File: src/rtl/vram_arbiter.sv
// vram_arbiter: shares one single-port sync-read framebuffer RAM between pixel-doubled VGA scan-out
// (absolute priority on even active pixels) and a req/ack host port served in all other cycles.
module vram_arbiter #(
    parameter int H_ACTIVE = 640,
    parameter int V_ACTIVE = 480,
    parameter int FB_W = 320,
    parameter int FB_H = 240,
    parameter int ADDR_W = 17
) (
    input  logic              clk,
    input  logic              rst,
    input  logic [9:0]        px,
    input  logic [9:0]        py,
    output logic [11:0]       color,
    output logic              frame_start,
    input  logic              host_req,
    input  logic              host_we,
    input  logic [ADDR_W-1:0] host_addr,
    input  logic [11:0]       host_wdata,
    output logic              host_ack,
    output logic [11:0]       host_rdata,
    output logic [ADDR_W-1:0] ram_addr,
    output logic              ram_we,
    output logic [11:0]       ram_wdata,
    input  logic [11:0]       ram_rdata
);
    typedef enum logic [1:0] {IDLE, RD_WAIT, ACK} state_t;
    typedef enum logic [1:0] {OWN_NONE, OWN_SCAN, OWN_HOST} owner_t;
    state_t state, state_nx;
    owner_t owner;
    logic rd_oor;
    logic scan_slot, issue, in_range;
    logic [ADDR_W-1:0] scan_addr;
    assign scan_slot = (px < 10'(H_ACTIVE)) && (py < 10'(V_ACTIVE)) && !px[0];
    assign scan_addr = ADDR_W'(py[9:1]) * ADDR_W'(FB_W) + ADDR_W'(px[9:1]);
    assign in_range = host_addr < ADDR_W'(FB_W * FB_H);
    assign issue = (state == IDLE) && host_req && !scan_slot;
    assign ram_addr = scan_slot ? scan_addr : host_addr;
    assign ram_we = issue && host_we && in_range && !rst;
    assign ram_wdata = host_wdata;
    assign host_ack = state == ACK;
    always_comb begin
        state_nx = IDLE;
        case (state)
            IDLE:    state_nx = issue ? (host_we ? ACK : RD_WAIT) : IDLE;
            RD_WAIT: state_nx = ACK;
            default: state_nx = IDLE;
        endcase
    end
    // owner tag follows the RAM's one-cycle read latency so returning data is steered correctly
    always_ff @(posedge clk or posedge rst) begin
        if (rst) begin
            state       <= IDLE;
            owner       <= OWN_NONE;
            rd_oor      <= 1'b0;
            color       <= '0;
            host_rdata  <= '0;
            frame_start <= 1'b0;
        end else begin
            state       <= state_nx;
            owner       <= scan_slot ? OWN_SCAN : (issue && !host_we) ? OWN_HOST : OWN_NONE;
            rd_oor      <= !in_range;
            if (owner == OWN_SCAN) color <= ram_rdata;
            if (owner == OWN_HOST) host_rdata <= rd_oor ? '0 : ram_rdata;
            frame_start <= (px == '0) && (py == 10'(V_ACTIVE));
        end
    end
endmodule

File: config.mk
export PLATFORM = sky130hd
export DESIGN_NAME = vram_arbiter
export DESIGN_NICKNAME = d
export VERILOG_FILES = /design/src/rtl/vram_arbiter.sv
export SDC_FILE = /design/constraint.sdc
export NUM_CORES = 1
export LEC_CHECK = 0
export BUFFER_PORTS_ARGS = -buffer_cell sky130_fd_sc_hd__buf_2
export CAP_MARGIN = 20
export CORE_MARGIN = 4
export CORE_UTILIZATION = 45
export DETAILED_ROUTE_END_ITERATION = 6
export PLACE_DENSITY = 0.8
export SLEW_MARGIN = 20
export SYNTH_ARGS = -nofsm -noshare
export SYNTH_HDL_FRONTEND = slang
export SYNTH_SLANG_ARGS = --single-unit
File: constraint.sdc
create_clock -name clk -period 4.5 [get_ports clk]
set_input_delay 0.9 -clock clk [delete_from_list [all_inputs] [get_ports clk]]
set_output_delay 0.9 -clock clk [all_outputs]
set_load 0.02 [all_outputs]
After elaboration in Yosys (flattened, before gate mapping):

Cells that the tools add are included.

* eq/ne operators: 5
* reductions and logical operators: 16
* multiplexer cells: 7
* magnitude comparators: 3
* multiply operators: 1
* add/subtract/negate cells: 1

Operator list (number)
* adder 17 x 9 -> 17 bit: 1
* < comparator 17 bit, second input constant: 1
* two-way mux 17 bit: 1
* two-way mux 12 bit: 1
* multiplier 9 x 3 -> 11 bit, second input constant: 1
* equality test 10 x 9 -> 1 bit, second input constant: 1
* zero test 10 bit: 1
* < comparator 10 bit, second input constant: 1
* < comparator 10 x 9 -> 1 bit, second input constant: 1
* logical AND 1 bit: 9
* two-way mux 2 bit: 4
* zero test 1 bit: 5
* equality test 2 x 1 -> 1 bit, second input constant: 2
* equality test 2 bit, second input constant: 2
* one-hot mux 2 bit (2 select lines): 1
* zero test 2 bit: 1

* logic and storage cells: 39
* bits in registers: 30
* input bits: 65

Depth between registers and ports, before layout:

* word-level depth: 8
* depth in mapped cells: 9
* depth with buffers taken out: 9

Worst setup path before layout:

Ideal clock, no wire load.

* path type: input to output
* from: input py[2]
* to: output ram_addr[15]
* arrival: 3.167 ns
* buffers on the path: 0
* data required time: 3.600 ns
* path slack: 0.433 ns
* stages: 9
* path through: ha_1 -> ha_1 -> fa_1 -> a211oi_1 -> nor2_1 -> xor2_1 -> nand3_1 -> xor2_1 -> a21oi_1

* cells in the longest elaborated chain, start to end: 4

Ends and longest elaborated chain
* start: declaration: RTL line 13 `input logic [9:0] py,`
* branches (longest 3 deep; another with adder 17 x 9 -> 17 bit)
* two-way mux 17 bit (*): RTL line 38 `assign ram_addr = scan_slot ? scan_addr : host_addr;`
* end: declaration: RTL line 22 `output logic [ADDR_W-1:0] ram_addr,`

Mark *: on every way between the ends.

Worst setup path after layout:

* from: input py[2]
* to: output ram_addr[16]

Same word-level chain as after synthesis.

==> reports/results.ini <==
[status]
status=complete, no violations

[sta]
max_freq_ghz=0.234
setup-tns-final_ns=0
fin_ws_ns=0.235
min_period_ns=4.27
slew_viol_final=0
finalSetupViolations=0
fin_crit_sh=0.948
hold_violations=0
tightest_slew_ns=0.700
fin_skew_ns=0.00433
slew_headroom=0.533
hold_ws_ns=0.450

[cts]
cts_sinks=30
cts_hold_buf=0
path_clk_slew_ns=0.06
tritoncts=built
clock_latency_ns=0.28
clock_path_buffers=2
root_buffer=clkbuf_8
ctsResizeCount=0
cts_max_level=2
numCtsBuffers=5
cts_setup_buffers=0

[critical_path]
cp.required_ns=3.60
cpPeakStageDelay_ns=0.42
r2r_cells=2
start_kind=input port
path_cells=buf_2 -> ha_1 -> ha_1 -> fa_1 -> xor2_1 -> o2111ai_1 -> nor3_2 -> nand4_2 -> xnor2_1 -> mux2_4 -> buf_2
critPathMaxFanout=4
cpLargestDelayFamily=adder cells
crit_arrival_ns=3.37
path_class=input port to primary output
path_buf_inv=2
crit_path_end_kind=primary output
cp.depth=11
r2r_slack_ns=3.18
slowest_stage=fa_1

[floorplanning]
coreArea_um2=4720
fp.dieW_um=78.0
rows=25
start_util=0.466
die_area_um2=6080
io_pins=121
die_h_um=78.0

[placed_design]
place_ws_ns=0.0841
gp_congestion=0.833
place_hpwl_um=4280
portBuffers=96

[final_layout]
layout_commonest_cell=buf_2
fin_nets=393
final_cell_mix=96 x buf_2, 30 x dfrtp_1, 17 x ha_1
multi_input_area_um2=1310
syn2layout_area_growth_pct=26.6
nFillCells=414
regArea_um2=751
drive_above_1_share=0.432
antenna_cells=0

[power_and_ir_drop]
cellPowerDensity_nw_per_um2=351
p_leak_nw=1.38
power_uw=978
vdd_ir_drop_max_mv=0.160

[yosys]
ys_seq_elements=30
synth.avg_cell_area_um2=9.96
syn_inst=221
synth.distinct_cells=52
synthArstFlopShare=1.00
synth_edf_count=0
synth_nets=305
yosys_warnings=0
ys.flop_type=dfrtp_1
yosysSeqAreaShare=0.341
syn_area_um2=2200

[drt]
drt_wl_total_um=5010
ant_nets=0
vias=1895
drtIter0Drc=54
wl_per_cell_um=13.3
dr.pass1.iters=4
drcViolationCount=0
via_per_inst=5.03

[global_routing]
grt_max_degree=25
gr-total-overflow=0
grt_pass1_vias=1912
grt_pass1_wl_um=8570
grtUsageTotal=0.174
grt_antenna_before_repair=0

[min_path]
min_path_type=register to register
hold_depth=1

[flow_run]
maxCapViolCount=0

-- power by group --
part           switching (mW)  internal (mW)  total, mW
Clock                  0.0902          0.123      0.213
Sequential             0.0293          0.328      0.357
Combinational           0.240          0.168      0.408
Total                   0.359          0.618      0.978
-- registers in the layout, summed over array words and instances (netlist names) --
name	cells
color	12
host_rdata	12
owner	2
state	2
frame_start	1
rd_oor	1
-- synth_stat cells, types with 3 or more instances --
| cell | n | share of area |
|---|---|---|
| a21oi_1 | 9 | 0.020 |
| buf_4 | 13 | 0.044 |
| clkbuf_1 | 3 | 0.0051 |
| dfrtp_1 | 30 | 0.34 |
| ha_1 | 17 | 0.097 |
| inv_1 | 8 | 0.014 |
| mux2_1 | 7 | 0.036 |
| mux2_2 | 16 | 0.082 |
| nand2_1 | 15 | 0.026 |
| nand2b_1 | 15 | 0.043 |
| nor2_1 | 16 | 0.027 |
| nor2b_1 | 3 | 0.0085 |
| nor3_1 | 4 | 0.0091 |
| o21ai_0 | 15 | 0.034 |
| xnor2_1 | 6 | 0.024 |
| xor2_1 | 5 | 0.020 |
-- worst paths after layout --
check / start / to
max: py[2] / ram_addr[16]
min: state[1]$_DFF_PP0_ / state[1]$_DFF_PP0_
max reg2reg: owner[1]$_DFF_PP0_ / color[11]$_DFFE_PP0N_
min reg2reg: state[1]$_DFF_PP0_ / state[1]$_DFF_PP0_
max in group asynchronous: rst / frame_start$_DFF_PP0_
min in group asynchronous: rst / host_rdata[10]$_DFFE_PP0N_
-- metrics by stage --
stage	std cells	utilization	instance area [um^2]
after detailed placement	369	0.568	2690
after CTS	377	0.588	2780
after global placement	368	0.563	2660
final	377	0.590	2790
after global routing	377	0.590	2790
after floorplan	221	-	2200
-- per-layer routing --
metal / GRT usage / wire length (um) / vias to the layer above
li1: - / - / 945
met1: 0.216 / 2180 / 863
met2: 0.291 / 2360 / 78
met3: 0.0522 / 387 / 9
met4: 0.0507 / 82 / 0
met5: 0 / 0 / -
-- kinds of logic (layout without fill, tap and decap cells) --
logic type / Yosys count / in the layout / share of synthesized area
and+or+nand+nor: 73 / 73 / 0.188
AOI/OAI and AO/OA: 37 / 37 / 0.114
DFF: 30 / 30 / 0.341
buffers and inverters: 26 / 115 / 0.0699
muxes: 25 / 25 / 0.129
adders and majority gates: 19 / 19 / 0.115
xor gates and xnor gates: 11 / 11 / 0.0437
-- cell type report --
type	instances	share of cell area
Multi-Input combinational cell	165	0.470
Sequential cell	30	0.269
Timing Repair Buffer	99	0.188
Clock buffer	7	0.0310
Tap cell	67	0.0301
Inverter	8	0.0108
Clock inverter	1	0.00179
No activity file was read; power rests on OpenSTA's default activity.
